`config.mk`:
```
export PLATFORM = sky130hd
export DESIGN_NAME = axi_lite_mask_regs
export DESIGN_NICKNAME = d
export VERILOG_FILES = /design/src/rtl/axi_lite_mask_regs.sv
export SDC_FILE = /design/constraint.sdc
export NUM_CORES = 1
export LEC_CHECK = 0
export ABC_AREA = 1
export BUFFER_PORTS_ARGS = -buffer_cell sky130_fd_sc_hd__buf_2
export CAP_MARGIN = 20
export CORE_ASPECT_RATIO = 1.4
export CORE_MARGIN = 2
export CORE_UTILIZATION = 30
export CTS_CLUSTER_DIAMETER = 120
export DETAILED_ROUTE_END_ITERATION = 10
export GPL_ROUTABILITY_DRIVEN = 0
export GPL_TIMING_DRIVEN = 1
export PLACE_DENSITY = 0.54
export SLEW_MARGIN = 30
export SYNTH_ARGS = -nofsm -noshare
export SYNTH_HDL_FRONTEND = slang
export SYNTH_SLANG_ARGS = --single-unit
```
`constraint.sdc`:
```
create_clock -name aclk -period 2.5 [get_ports aclk]
set_input_delay 0 -clock aclk [delete_from_list [all_inputs] [get_ports aclk]]
set_output_delay 0 -clock aclk [all_outputs]
set_load 0.1 [all_outputs]
```
`src/rtl/axi_lite_mask_regs.sv`:
```
// axi_lite_mask_regs
// AXI4-Lite slave register bank for the mask datapath. Holds MASK_N,
// MASK_DATA, OUTPUT_ADDR and CTRL and drives them to the datapath. A CTRL
// write can fire a one-cycle start pulse. A sticky done flag is readable
// and write-1-to-clear. Each of the write and read paths allows one
// outstanding transaction, and the two paths are independent.
module axi_lite_mask_regs #(
  parameter int S_AXI_DATA_WIDTH = 32,
  parameter int S_AXI_ADDR_WIDTH = 32
) (
  input  logic                          aclk,
  input  logic                          aresetn,
  // write address channel
  input  logic [S_AXI_ADDR_WIDTH-1:0]   S_AXI_AWADDR,
  input  logic                          S_AXI_AWVALID,
  output logic                          S_AXI_AWREADY,
  // write data channel
  input  logic [S_AXI_DATA_WIDTH-1:0]   S_AXI_WDATA,
  input  logic [S_AXI_DATA_WIDTH/8-1:0] S_AXI_WSTRB,
  input  logic                          S_AXI_WVALID,
  output logic                          S_AXI_WREADY,
  // write response channel
  output logic [1:0]                    S_AXI_BRESP,
  output logic                          S_AXI_BVALID,
  input  logic                          S_AXI_BREADY,
  // read address channel
  input  logic [S_AXI_ADDR_WIDTH-1:0]   S_AXI_ARADDR,
  input  logic                          S_AXI_ARVALID,
  output logic                          S_AXI_ARREADY,
  // read data channel
  output logic [S_AXI_DATA_WIDTH-1:0]   S_AXI_RDATA,
  output logic [1:0]                    S_AXI_RRESP,
  output logic                          S_AXI_RVALID,
  input  logic                          S_AXI_RREADY,
  // mask datapath side
  output logic [4:0]                    MASK_N_O,
  output logic [31:0]                   MASK_DATA_O,
  output logic [31:0]                   MASK_OADDR_O,
  output logic                          MASK_VALID_O,
  output logic                          MASK_START_O,
  input  logic                          MASK_DONE_I
);

  localparam logic [1:0] RESP_OKAY   = 2'b00;
  localparam logic [1:0] RESP_SLVERR = 2'b10;
  // first byte address past the register map (STATUS is the last word)
  localparam logic [S_AXI_ADDR_WIDTH-1:0] ADDR_LIMIT = S_AXI_ADDR_WIDTH'(32'h0000_0014);

  typedef enum logic [1:0] {
    W_IDLE = 2'b00,   // nothing latched
    W_WAIT = 2'b01,   // exactly one of AW / W latched
    W_RESP = 2'b10    // write committed, BVALID held until BREADY
  } w_state_e;

  typedef enum logic {
    R_IDLE = 1'b0,
    R_RESP = 1'b1
  } r_state_e;

  // Per-byte merge of new write data over the old register value.
  function automatic logic [31:0] strb_merge(input logic [31:0] old_v,
                                             input logic [31:0] new_v,
                                             input logic [3:0]  strb);
    logic [31:0] res;
    for (int i = 0; i < 4; i++) begin
      res[i*8 +: 8] = strb[i] ? new_v[i*8 +: 8] : old_v[i*8 +: 8];
    end
    return res;
  endfunction

  // Address lies inside the register map; addr[1:0] play no part in the result.
  function automatic logic addr_ok(input logic [S_AXI_ADDR_WIDTH-1:0] a);
    return (a < ADDR_LIMIT);
  endfunction

  // Bus view of a register word. Unused bits read as zero.
  function automatic logic [31:0] reg_view(input logic [2:0]  idx,
                                           input logic [4:0]  n_v,
                                           input logic [31:0] data_v,
                                           input logic [31:0] oaddr_v,
                                           input logic        valid_v,
                                           input logic        done_v);
    logic [31:0] res;
    case (idx)
      3'd0:    res = {27'd0, n_v};
      3'd1:    res = data_v;
      3'd2:    res = oaddr_v;
      3'd3:    res = {31'd0, valid_v};
      3'd4:    res = {31'd0, done_v};
      default: res = 32'd0;
    endcase
    return res;
  endfunction

  // ---------------- state ----------------
  w_state_e w_state_q, w_state_d;
  logic        aw_lat_q, aw_lat_d;
  logic [S_AXI_ADDR_WIDTH-1:0] aw_addr_q, aw_addr_d;
  logic        w_lat_q, w_lat_d;
  logic [31:0] w_data_q, w_data_d;
  logic [3:0]  w_strb_q, w_strb_d;
  logic        awready_q, awready_d;
  logic        wready_q, wready_d;
  logic        bvalid_q, bvalid_d;
  logic [1:0]  bresp_q, bresp_d;

  r_state_e r_state_q, r_state_d;
  logic        arready_q, arready_d;
  logic        rvalid_q, rvalid_d;
  logic [31:0] rdata_q, rdata_d;
  logic [1:0]  rresp_q, rresp_d;

  logic [4:0]  mask_n_q, mask_n_d;
  logic [31:0] mask_data_q, mask_data_d;
  logic [31:0] mask_oaddr_q, mask_oaddr_d;
  logic        mask_valid_q, mask_valid_d;
  logic        start_q, start_d;
  logic        done_q, done_d;

  // ---------------- combinational helpers ----------------
  logic        aw_hs_s, w_hs_s, ar_hs_s;
  logic        aw_have_s, w_have_s;
  logic [S_AXI_ADDR_WIDTH-1:0] wr_addr_s;
  logic [31:0] wr_data_s;
  logic [3:0]  wr_strb_s;
  logic        wr_addr_ok_s;
  logic [2:0]  wr_idx_s;
  logic [31:0] wr_cur_s;
  logic [31:0] wr_merged_s;
  logic        wr_commit_s;
  logic        done_clr_s;

  assign aw_hs_s = S_AXI_AWVALID & awready_q;
  assign w_hs_s  = S_AXI_WVALID & wready_q;
  assign ar_hs_s = S_AXI_ARVALID & arready_q;

  // A beat counts as present when it was latched earlier or is handshaking now,
  // which gives the single-cycle AW/W-to-BVALID path when both arrive together.
  assign aw_have_s    = aw_lat_q | aw_hs_s;
  assign w_have_s     = w_lat_q | w_hs_s;
  assign wr_addr_s    = aw_lat_q ? aw_addr_q : S_AXI_AWADDR;
  assign wr_data_s    = w_lat_q ? w_data_q : S_AXI_WDATA;
  assign wr_strb_s    = w_lat_q ? w_strb_q : S_AXI_WSTRB;
  assign wr_addr_ok_s = addr_ok(wr_addr_s);
  assign wr_idx_s     = wr_addr_s[4:2];
  assign wr_cur_s     = reg_view(wr_idx_s, mask_n_q, mask_data_q, mask_oaddr_q,
                                 mask_valid_q, done_q);
  assign wr_merged_s  = strb_merge(wr_cur_s, wr_data_s, wr_strb_s);

  // Write-path next state: latch AW/W, commit once both are present, hold B until accepted.
  always_comb begin
    w_state_d   = w_state_q;
    aw_lat_d    = aw_lat_q;
    aw_addr_d   = aw_addr_q;
    w_lat_d     = w_lat_q;
    w_data_d    = w_data_q;
    w_strb_d    = w_strb_q;
    bvalid_d    = bvalid_q;
    bresp_d     = bresp_q;
    wr_commit_s = 1'b0;
    case (w_state_q)
      W_IDLE, W_WAIT: begin
        if (aw_hs_s) begin
          aw_lat_d  = 1'b1;
          aw_addr_d = S_AXI_AWADDR;
        end else begin
          aw_lat_d  = aw_lat_q;
          aw_addr_d = aw_addr_q;
        end
        if (w_hs_s) begin
          w_lat_d  = 1'b1;
          w_data_d = S_AXI_WDATA;
          w_strb_d = S_AXI_WSTRB;
        end else begin
          w_lat_d  = w_lat_q;
          w_data_d = w_data_q;
          w_strb_d = w_strb_q;
        end
        if (aw_have_s && w_have_s) begin
          wr_commit_s = 1'b1;
          bvalid_d    = 1'b1;
          bresp_d     = wr_addr_ok_s ? RESP_OKAY : RESP_SLVERR;
          w_state_d   = W_RESP;
        end else if (aw_have_s || w_have_s) begin
          w_state_d   = W_WAIT;
        end else begin
          w_state_d   = W_IDLE;
        end
      end
      W_RESP: begin
        if (S_AXI_BREADY) begin
          bvalid_d  = 1'b0;
          aw_lat_d  = 1'b0;
          w_lat_d   = 1'b0;
          w_state_d = W_IDLE;
        end else begin
          bvalid_d  = 1'b1;
          w_state_d = W_RESP;
        end
      end
      default: begin
        bvalid_d  = 1'b0;
        aw_lat_d  = 1'b0;
        w_lat_d   = 1'b0;
        w_state_d = W_IDLE;
      end
    endcase
    // READY is registered and looks at the state being entered, so it is low
    // during reset and while a response is pending.
    awready_d = ~aw_lat_d & (w_state_d != W_RESP);
    wready_d  = ~w_lat_d & (w_state_d != W_RESP);
  end

  // Register-bank next state: byte-merged writes, start pulse, sticky done (set beats clear).
  always_comb begin
    mask_n_d     = mask_n_q;
    mask_data_d  = mask_data_q;
    mask_oaddr_d = mask_oaddr_q;
    mask_valid_d = mask_valid_q;
    start_d      = 1'b0;
    done_clr_s   = 1'b0;
    if (wr_commit_s && wr_addr_ok_s) begin
      case (wr_idx_s)
        3'd0: mask_n_d     = wr_merged_s[4:0];
        3'd1: mask_data_d  = wr_merged_s;
        3'd2: mask_oaddr_d = wr_merged_s;
        3'd3: begin
          if (wr_strb_s[0]) begin
            mask_valid_d = wr_data_s[0];
            start_d      = wr_data_s[1];
          end else begin
            mask_valid_d = mask_valid_q;
            start_d      = 1'b0;
          end
        end
        3'd4: begin
          if (wr_strb_s[0] && wr_data_s[0]) begin
            done_clr_s = 1'b1;
          end else begin
            done_clr_s = 1'b0;
          end
        end
        default: done_clr_s = 1'b0;
      endcase
    end else begin
      start_d    = 1'b0;
      done_clr_s = 1'b0;
    end
    if (MASK_DONE_I) begin
      done_d = 1'b1;
    end else if (done_clr_s) begin
      done_d = 1'b0;
    end else begin
      done_d = done_q;
    end
  end

  // Read-path next state: capture a snapshot of the addressed register on AR, hold it until RREADY.
  always_comb begin
    r_state_d = r_state_q;
    rvalid_d  = rvalid_q;
    rdata_d   = rdata_q;
    rresp_d   = rresp_q;
    case (r_state_q)
      R_IDLE: begin
        if (ar_hs_s) begin
          rvalid_d  = 1'b1;
          r_state_d = R_RESP;
          if (addr_ok(S_AXI_ARADDR)) begin
            // current register contents, so a write landing on this edge is not yet visible
            rdata_d = reg_view(S_AXI_ARADDR[4:2], mask_n_q, mask_data_q, mask_oaddr_q,
                               mask_valid_q, done_q);
            rresp_d = RESP_OKAY;
          end else begin
            rdata_d = 32'd0;
            rresp_d = RESP_SLVERR;
          end
        end else begin
          rvalid_d  = 1'b0;
          r_state_d = R_IDLE;
        end
      end
      R_RESP: begin
        if (S_AXI_RREADY) begin
          rvalid_d  = 1'b0;
          r_state_d = R_IDLE;
        end else begin
          rvalid_d  = 1'b1;
          r_state_d = R_RESP;
        end
      end
      default: begin
        rvalid_d  = 1'b0;
        r_state_d = R_IDLE;
      end
    endcase
    arready_d = ~rvalid_d;
  end

  // Write-path registers.
  always_ff @(posedge aclk or negedge aresetn) begin
    if (!aresetn) begin
      w_state_q <= W_IDLE;
      aw_lat_q  <= 1'b0;
      aw_addr_q <= '0;
      w_lat_q   <= 1'b0;
      w_data_q  <= 32'd0;
      w_strb_q  <= 4'd0;
      awready_q <= 1'b0;
      wready_q  <= 1'b0;
      bvalid_q  <= 1'b0;
      bresp_q   <= 2'b00;
    end else begin
      w_state_q <= w_state_d;
      aw_lat_q  <= aw_lat_d;
      aw_addr_q <= aw_addr_d;
      w_lat_q   <= w_lat_d;
      w_data_q  <= w_data_d;
      w_strb_q  <= w_strb_d;
      awready_q <= awready_d;
      wready_q  <= wready_d;
      bvalid_q  <= bvalid_d;
      bresp_q   <= bresp_d;
    end
  end

  // Read-path registers.
  always_ff @(posedge aclk or negedge aresetn) begin
    if (!aresetn) begin
      r_state_q <= R_IDLE;
      arready_q <= 1'b0;
      rvalid_q  <= 1'b0;
      rdata_q   <= 32'd0;
      rresp_q   <= 2'b00;
    end else begin
      r_state_q <= r_state_d;
      arready_q <= arready_d;
      rvalid_q  <= rvalid_d;
      rdata_q   <= rdata_d;
      rresp_q   <= rresp_d;
    end
  end

  // Register bank, start pulse and done flag.
  always_ff @(posedge aclk or negedge aresetn) begin
    if (!aresetn) begin
      mask_n_q     <= 5'd0;
      mask_data_q  <= 32'd0;
      mask_oaddr_q <= 32'd0;
      mask_valid_q <= 1'b0;
      start_q      <= 1'b0;
      done_q       <= 1'b0;
    end else begin
      mask_n_q     <= mask_n_d;
      mask_data_q  <= mask_data_d;
      mask_oaddr_q <= mask_oaddr_d;
      mask_valid_q <= mask_valid_d;
      start_q      <= start_d;
      done_q       <= done_d;
    end
  end

  assign S_AXI_AWREADY = awready_q;
  assign S_AXI_WREADY  = wready_q;
  assign S_AXI_BVALID  = bvalid_q;
  assign S_AXI_BRESP   = bresp_q;
  assign S_AXI_ARREADY = arready_q;
  assign S_AXI_RVALID  = rvalid_q;
  assign S_AXI_RDATA   = rdata_q;
  assign S_AXI_RRESP   = rresp_q;
  assign MASK_N_O      = mask_n_q;
  assign MASK_DATA_O   = mask_data_q;
  assign MASK_OADDR_O  = mask_oaddr_q;
  assign MASK_VALID_O  = mask_valid_q;
  assign MASK_START_O  = start_q;

endmodule
```
# == Word level (Yosys, flattened, before mapping) ==
# Cells that the tools add are included.
# word_totals
register_bits,185
in_bits,108
out_inout_bits,112
elab_cells,100
# classes
order_cmp,2
n_eq_ne,12
muxes,38
bitwise_logic,11
reduce_logical,17
# ops
operator,n
case mux 32 bit (5 select lines),1
two-way mux 32 bit,3
"< comparator 32 x 5 -> 1 bit, second input constant",2
case mux 32 bit (2 select lines),1
two-way mux 8 bit,4
two-way mux 1 bit,19
AND reduction 2 bit,7
"equality test 3 x 2 -> 1 bit, second input constant",4
two-way mux 2 bit,4
case mux 1 bit (2 select lines),4
"equality test 3 x 1 -> 1 bit, second input constant",2
"equality test 3 bit, second input constant",2
zero test 3 bit,2
AND 1 bit,5
two-way mux 4 bit,1
"!= test 2 bit, second input constant",2
NOT 1 bit,4
case mux 2 bit (2 select lines),1
logical AND 1 bit,3
AND reduction 3 bit,1
"equality test 2 x 1 -> 1 bit, second input constant",1
"equality test 2 bit, second input constant",1
zero test 2 bit,1
OR 1 bit,2
other kinds (3),3

# == Logic depth before layout (Yosys ltp) ==
# Gate-level depths: netlist of run 1.
# logic_depth
ltp_word,9
depth_mapped,14
ltp_nobuf,13

# == Worst setup path before layout of run 1 ==
# Ideal clock, no wire load.
# synth_path
path_type,reg2reg
from,"register awready_q, in the netlist S_AXI_AWREADY"
to,"register mask_data_q[30], in the netlist MASK_DATA_O[30]"
setup_ps,120
arrival_ps,2128
required_ps,2380
path_slack_ps,253
stages_incl_launch_ff,12
synth_period_minus_slack_ps,2247
cell_sequence,dfrtp_1 nand2_1 nand2_1 ha_1 inv_1 nor2_1 nand2_1 nor2_4 nand4_1 buf_2 nand2_1 nand2_1
# synth_between
elab_chain_len,7
# synth_rtl
element,line_no,source
"start, declared",102,"logic awready_q, awready_d;"
"start signal, assigned",320,awready_q <= awready_d;
AND 1 bit,133,assign aw_hs_s = S_AXI_AWVALID & awready_q;
OR 1 bit,139,assign aw_have_s = aw_lat_q | aw_hs_s;
logical AND 1 bit,179,if (aw_have_s && w_have_s) begin
two-way mux 1 bit,179,
two-way mux 1 bit,161,case (w_state_q)
logical AND 1 bit,222,if (wr_commit_s && wr_addr_ok_s) begin
AND reduction 2 bit (no source line),--,
"end signal, assigned",355,mask_data_q <= mask_data_d;
"end, declared",114,"logic [31:0] mask_data_q, mask_data_d;"
# No other way between the ends.
# A chain may end at the register's enable or synchronous reset.

# == Worst setup path in the final report of run 1 ==
# layout_path
from,register aw_lat_q
to,"register mask_oaddr_q[24], in the netlist MASK_OADDR_O[24]"
# layout_between
elab_chain_len,6
# layout_rtl
element,line_no,source
"start, declared",97,"logic aw_lat_q, aw_lat_d;"
"start signal, assigned",315,aw_lat_q <= aw_lat_d;
branches (longest 6 deep; another with < comparator 32 x 5 -> 1 bit),--,
"end signal, assigned",356,mask_oaddr_q <= mask_oaddr_d;
"end, declared",115,"logic [31:0] mask_oaddr_q, mask_oaddr_d;"
# Several ways; the timed one is not identified.

==> impl_metrics.py, run 1 <==
metrics = {
    "run_status": {
        "status": "finished, final reports clean",
    },
    "cts": {
        "cts.sinks": 181,
        "numCtsBuffers": 17,
        "root_buffer": "clkbuf_16",
        "postCtsHoldBufs": 70,
        "cts_max_level": 4,
        "cts.path.max_buffers": 2,
        "clock_latency_ns": 0.44,
        "clkTransAtPathRegs_ns": 0.07,
        "cts_tree": "built",
        "post_cts_buffers": 0,
        "postCtsResizedCells": 0,
    },
    "routing": {
        "dr_wl_met3_microns": 1400,
        "postRouteAntennaNets": 0,
        "routed_wirelength_microns": 27500,
        "vias": 8233,
        "drtPass1Iterations": 5,
        "wl_met1_microns": 11900,
        "drt_iter0_markers": 458,
        "wl_per_cell_microns": 15.5,
        "wl_met2_microns": 13600,
        "avgViaCountPerCell": 4.62,
        "drc_errors": 0,
        "top_layer": "met5",
    },
    "sta": {
        "worst_hold_slack_ns": 0.00825,
        "worstMarginPinSlew_ns": 0.735,
        "relSlewSlack_pct": 51.0,
        "skew_ns": 0.0123,
        "max_freq_mhz": 485,
        "period_minus_slack_ns": 2.06,
        "finalSetupViolCount": 0,
        "final_max_slew_viol_count": 0,
        "final_hold_viol_count": 0,
        "timing.final.crit_share_pct": 82.6,
        "tns_ns": 0,
        "rsz0062_at_grt": "false",
    },
    "die": {
        "ios": 220,
        "chipWidth_microns": 149,
        "core-area_sq_mm": 0.0291,
        "start_util_pct": 30.4,
        "die_h_microns": 207,
        "die-area_sq_mm": 0.0308,
        "rows": 74,
    },
    "synthesis": {
        "synth.top_cell.area_share_pct": 51.3,
        "synthDistinctLibCells": 32,
        "ys_seq_elements": 181,
        "syn_avg_cell_area_sq_um": 7.91,
        "synth_area_sq_mm": 0.00882,
        "synth.largest_area_cell": "dfrtp_1",
        "ys_top_cells_by_area": "dfrtp_1, nand2_1, o21ai_0, nor2_1, inv_1",
        "netlist_instances": 1115,
        "yosys_warnings": 0,
        "synth_seq_area_share_pct": 51.3,
    },
    "worst_setup_path": {
        "crit_chain": "inv_2 > nand2_1 > nand2_2 > nand3_2 > inv_2 > buf_4 > nand2_1 > a21oi_1 > nand2_1 > nand2_1",
        "worst_ep_arrival_time_ns": 2.44,
        "slowest_stage": "dfrtp_1",
        "start_kind": "flop",
        "r2r_start": "aw_lat_q",
        "rr_worst_depth": 10,
        "regToRegEndpoint": "MASK_OADDR_O[24]",
        "worst_setup_path_end_kind": "flop",
        "cp_max_fo": 26,
        "crit_top_cell": "nand2_1",
        "ff2ff_setup_slack_ns": 0.44,
        "path_class": "reg2reg",
        "worstPathRequired_ns": 2.87,
        "max_stage_delay_ns": 0.39,
    },
    "power": {
        "power_uw": 9700,
        "p_per_area_mw_per_mm2": 833,
        "peakVddDrop_v": 0.000515,
        "p_leak_uw": 0.00618,
    },
    "final_layout": {
        "design_area_sq_mm": 0.0116,
        "drive_above_1_share_pct": 22.0,
        "nets": 1495,
        "syn_to_final_growth_pct": 32.0,
    },
    "grt": {
        "grt_pass1_wl_microns": 43900,
        "grt_pass1_vias": 8231,
        "grt_max_degree": 86,
        "grt_overflow": 0,
        "antenna_found_initial": 5,
        "gr-usage-all-layers_pct": 18.5,
    },
    "job": {
        "cap_violations": 0,
    },
    "worst_hold_path": {
        "hp-start": "S_AXI_ARVALID",
        "hold_class": "in2reg",
        "worst_hold_path.num_cells": 5,
        "min_to": "S_AXI_RRESP[1]",
    },
    "placement": {
        "post-dp-hpwl_microns": 19000,
        "place_area_sq_mm": 0.0104,
        "port_buffers": 213,
    },
}
placed cells by master, fill, tap and decap left out, types with 3 or more instances in the layout:
master / count
o21ai_1: 5
nand2_2: 5
nor2_4: 3
a32o_1: 26
clkinvlp_4: 3
a211oi_1: 12
nor2_2: 3
inv_2: 5
clkinv_2: 3
diode_2: 4
o21ai_0: 77
inv_1: 76
clkbuf_16: 17
buf_2: 212
a21oi_1: 53
nand4_1: 14
dlygate4sd3_1: 70
mux2_2: 20
a221oi_1: 4
nor3_1: 5
dfrtp_1: 180
buf_4: 15
nand3_1: 18
nand2_1: 446
nor2_1: 95
buf_12: 8
power breakdown:
| part | leakage (uW) | switching (uW) | internal (uW) |
|---|---|---|---|
| Sequential | 0.00239 | 290 | 3510 |
| Clock | 0.000272 | 1180 | 1490 |
| Combinational | 0.00352 | 2150 | 1070 |
| Total | 0.00618 | 3620 | 6080 |
cell usage after synthesis:
library cell / n
buf_1: 1
buf_6: 5
ha_1: 1
o211a_1: 1
nand3_1: 19
nor3_1: 5
clkbuf_1: 28
buf_2: 11
inv_2: 5
a32o_1: 26
nand3_2: 1
inv_1: 76
nor2_4: 3
nor4_1: 2
nand3_4: 1
a21oi_1: 53
a221oi_1: 4
nand2_1: 446
o21ai_0: 77
o2111ai_1: 1
clkinv_2: 1
nand2_2: 5
buf_4: 10
or2_2: 2
mux2_2: 20
nand4_1: 14
nor2_2: 1
dfrtp_1: 181
nor2_1: 97
a211oi_1: 12
o21ai_1: 5
conb_1: 1
sequential cells by signal (all words and copies together) (netlist names), 2 cells and up:
signal	flops
w_state_q	2
MASK_N_O	5
w_strb_q	4
S_AXI_RDATA	32
MASK_DATA_O	32
aw_addr_q	30
w_data_q	32
MASK_OADDR_O	32
metal layers:
metal,vias to the layer above,GRT usage [%]
met1,3847,22.8
met4,2,6.87
met5,-,0
met2,214,31.7
li1,4134,-
met3,36,3.96
cell families after synthesis:
family	share of synthesized area (%)
and+or+nand+nor	26.9
DFF	51.3
AOI/OAI and AO/OA	12.2
buffers and inverters	6.85
muxes	2.55
adders and majority gates	0.142
other	0.0425
per-stage QoR:
stage | cells | setup slack, ns | utilization (%)
floorplan | 1116 | 0.253 | -
global placement | 1677 | 0.465 | 35.7
detailed placement | 1677 | 0.440 | 35.7
CTS | 1777 | 0.410 | 40.0
global route | 1779 | 0.223 | 40.0
finish | 1781 | 0.436 | 40.1
worst max-delay path: cells and delay by family (launching register included):
| kind | cells | cell delay, ns |
|---|---|---|
| AND/OR/NAND/NOR | 6 | 0.79 |
| AO/OA/AOI/OAI | 1 | 0.21 |
| buffers and inverters | 3 | 0.59 |
| flip-flops | 1 | 0.39 |
layout make-up:
cell class | count | area [sq um]
antenna | 4 | 10.0
inverter | 82 | 309
sequential | 181 | 4530
timing repair buffer | 306 | 2050
clock inverter | 11 | 128
clock buffer | 19 | 443
tap | 380 | 475
fill | 3038 | 17400
multi-input combinational | 798 | 3700
worst max path at each step:
stage                        startpoint               end  slack, ns  cells past startpoint
final                          aw_lat_q  MASK_OADDR_O[24]       0.44                     10
after global routing           aw_lat_q  MASK_OADDR_O[27]       0.22                     10
after CTS                      aw_lat_q   MASK_DATA_O[24]       0.41                     10
after detailed placement       aw_lat_q  MASK_OADDR_O[28]       0.44                     10
after global placement         aw_lat_q  MASK_OADDR_O[27]       0.46                     10
after floorplan           S_AXI_AWREADY   MASK_DATA_O[30]       0.25                     11
Note: power is estimated with default switching activity, not from simulation.
==> run 2, diff against run 1 <==
--- a/config.mk
+++ b/config.mk
@@ -5,7 +5,7 @@
 export SDC_FILE = /design/constraint.sdc
 export NUM_CORES = 1
 export LEC_CHECK = 0
-export ABC_AREA = 1
+export ABC_AREA = 0
 export BUFFER_PORTS_ARGS = -buffer_cell sky130_fd_sc_hd__buf_2
 export CAP_MARGIN = 20
 export CORE_ASPECT_RATIO = 1.4
@@ -15,7 +15,7 @@
 export DETAILED_ROUTE_END_ITERATION = 10
 export GPL_ROUTABILITY_DRIVEN = 0
 export GPL_TIMING_DRIVEN = 1
-export PLACE_DENSITY = 0.54
+export PLACE_DENSITY = 0.56
 export SLEW_MARGIN = 30
 export SYNTH_ARGS = -nofsm -noshare
 export SYNTH_HDL_FRONTEND = slang
==> constraint.sdc (replaced) <==
create_clock -name aclk -period 1.89 [get_ports aclk]
set_input_delay 0 -clock aclk [delete_from_list [all_inputs] [get_ports aclk]]
set_output_delay 0 -clock aclk [all_outputs]
set_load 0.1 [all_outputs]
==> impl_metrics.py, run 2 <==
metrics = {
    "synthesis": {
        "netlist_instances": 775,
        "async_reset_ff_share_pct": 100,
        "syn_avg_cell_area_sq_um": 11.3,
        "yosys_warnings": 0,
        "synth.top_cell.area_share_pct": 51.7,
        "synthDistinctLibCells": 53,
        "synth_seq_area_share_pct": 51.7,
        "synthXorXnorAreaFrac_pct": 0,
        "ys.flop_type": "dfrtp_1",
        "synth-compound-area-share_pct": 13.0,
        "synth-edff-count": 0,
        "synth_area_sq_mm": 0.00876,
        "yosysMostFrequentCell": "dfrtp_1",
        "synth_adder_area_share_pct": 0.143,
        "ys_top_cells_by_area": "dfrtp_1, mux2i_1, mux2_2, inv_1, o21ai_0",
        "synth_mux_area_share_pct": 21.3,
        "synth-simple-area-share_pct": 7.83,
        "yosys-top-cells-count": "dfrtp_1, mux2i_1, inv_1, mux2_2, o21ai_0",
        "synth_top_family_by_area": "multiplexers",
        "synth.largest_area_cell": "dfrtp_1",
        "ys_seq_elements": 181,
    },
    "final_layout": {
        "drive_above_1_share_pct": 37.3,
        "diodes": 0,
        "final_common_cell": "buf_2",
        "fillers": 2793,
        "syn_to_final_growth_pct": 40.6,
        "layout_common_cells": "buf_2, dfrtp_1, mux2i_1, inv_1, dlygate4sd3_1",
        "final_cells": 1502,
        "nets": 1218,
    },
    "grt": {
        "antenna_found_initial": 0,
        "grt_max_degree": 55,
        "gr-usage-all-layers_pct": 17.4,
        "grt_pass1_vias": 7286,
        "grt_pass1_wl_microns": 41000,
        "grt_overflow": 0,
    },
    "sta": {
        "skew_ns": 0.0134,
        "layout_setup_ws_ns": -0.398,
        "relSlewSlack_pct": 63.9,
        "max_freq_mhz": 437,
        "worstMarginPinSlew_ns": 0.545,
        "worst_hold_slack_ns": 0.0480,
        "finalSetupViolCount": 71,
        "rsz0062_at_grt": "true",
        "timing.final.crit_share_pct": 121,
        "period_minus_slack_ns": 2.29,
        "final_hold_viol_count": 0,
        "final_max_slew_viol_count": 0,
    },
    "routing": {
        "postRouteAntennaNets": 0,
        "drc_errors": 0,
        "vias": 7240,
        "avgViaCountPerCell": 4.82,
        "wl_per_cell_microns": 17.6,
        "drtPass1Iterations": 4,
        "drt_iter0_markers": 341,
        "routed_wirelength_microns": 26400,
    },
    "worst_setup_path": {
        "max_stage_delay_ns": 0.45,
        "cp_max_fo": 7,
        "ff2ff_setup_slack_ns": -0.40,
        "worst_setup_path_end_kind": "flop",
        "rr_worst_depth": 10,
        "start_kind": "flop",
        "r2r_start": "aw_lat_q",
        "crit_top_cell": "buf_6",
        "worst_ep_arrival_time_ns": 2.65,
        "crit_chain": "buf_6 > nor4_4 > nand4_1 > or4_1 > buf_6 > a211oi_4 > buf_6 > buf_12 > buf_12 > mux2i_1",
        "regToRegEndpoint": "MASK_DATA_O[2]",
        "path_class": "reg2reg",
        "worstPathRequired_ns": 2.25,
        "slowest_stage": "dfrtp_2",
    },
    "cts": {
        "cts_max_level": 4,
        "cts_tree": "built",
        "clock_latency_ns": 0.45,
        "clkTransAtPathRegs_ns": 0.07,
        "root_buffer": "clkbuf_16",
        "cts.sinks": 181,
        "cts.path.max_buffers": 2,
        "numCtsBuffers": 17,
    },
    "die": {
        "chipWidth_microns": 148,
        "ios": 220,
        "rows": 74,
        "die_h_microns": 206,
        "core-area_sq_mm": 0.0290,
        "die-area_sq_mm": 0.0306,
        "start_util_pct": 30.2,
    },
    "power": {
        "p_leak_uw": 0.00563,
        "p_per_area_mw_per_mm2": 1130,
        "peakVddDrop_v": 0.000915,
    },
    "placement": {
        "post-dp-hpwl_microns": 18100,
        "dp_cells": 1380,
        "port_buffers": 213,
    },
    "run_status": {
        "violations": "negative setup slack",
        "status": "finished with violations",
    },
    "job": {
        "cap_violations": 0,
    },
    "worst_hold_path": {
        "hold_class": "in2async",
    },
}
run 2: worst max-delay path, delay by kind of cell, from the launching register on:
| kind | cells | cell delay (ns) |
|---|---|---|
| compound gates | 1 | 0.23 |
| flops | 1 | 0.45 |
| mux | 1 | 0.19 |
| buf+inv | 5 | 0.69 |
| simple gates | 3 | 0.64 |
run 2: cells by family after synthesis:
kind of cell	after synthesis
AND/OR/NAND/NOR	132
other	1
adder cells (fa/ha/maj)	1
AO/OA/AOI/OAI	164
multiplexers	177
buffers and inverters	119
flip-flops	181
run 2: where the power goes:
group          leakage, uW  total [uW]  internal, uW  switching (uW)
registers          0.00199        5190          4720             472
logic              0.00338        5240          2570            2670
clock network     0.000269        3430          1780            1650
total              0.00563       13900          9070            4790
run 2: timing repair:
item | in CTS | in global routing
resized for setup | 18 | 18
buffers inserted | 10 | 5
pin swaps | 8 | 8
hold buffers | 73 | 0
setup endpoints to repair | 72 | 72
hold endpoints to repair | 268 | 0
gates cloned | 6 | 0
run 2: worst max-delay path by stage:
| stage | start | to | slack, ns | cells past startpoint |
|---|---|---|---|---|
| after CTS | aw_addr_q[23] | MASK_DATA_O[31] | -0.43 | 8 |
| after floorplan | w_lat_q | MASK_DATA_O[2] | -0.40 | 10 |
| after detailed placement | aw_lat_q | MASK_DATA_O[25] | -0.48 | 7 |
| final | aw_lat_q | MASK_DATA_O[2] | -0.40 | 10 |
| after global routing | aw_lat_q | MASK_DATA_O[1] | -0.53 | 10 |
| after global placement | aw_lat_q | MASK_DATA_O[19] | -0.44 | 7 |
run 2: per-layer routing:
layer	share of wire, %	vias to the layer above	global-route usage, %	wire length (microns)
li1	-	3430	-	-
met1	43	3602	21.2	11200
met2	51	159	30.3	13500
met3	3.7	49	3.49	969
met4	2.4	0	6.67	643
met5	0	-	0	0
run 2: layout make-up:
cell class | count | area, sq um | share of cell area, %
clock inverter | 12 | 97.6 | 0.792
inverter | 73 | 274 | 2.22
timing repair buffer | 360 | 2660 | 21.6
multi-input combinational | 476 | 3810 | 30.9
tap | 380 | 475 | 3.86
clock buffer | 20 | 457 | 3.71
sequential | 181 | 4540 | 36.9
run 2: per-stage QoR:
step	setup slack, ns	power (uW)	TNS, ns	area, sq um	util (%)
3_3_place_gp	-0.440	10200	-28.66	10700	36.9
3_5_place_dp	-0.481	10300	-30.64	10700	36.9
5_1_grt	-0.532	14600	-32.58	12300	42.5
6_report	-0.398	13900	-24.66	12300	42.5
2_1_floorplan	-0.398	8640	-26.47	8820	-
4_1_cts	-0.430	13900	-27.77	12300	42.4
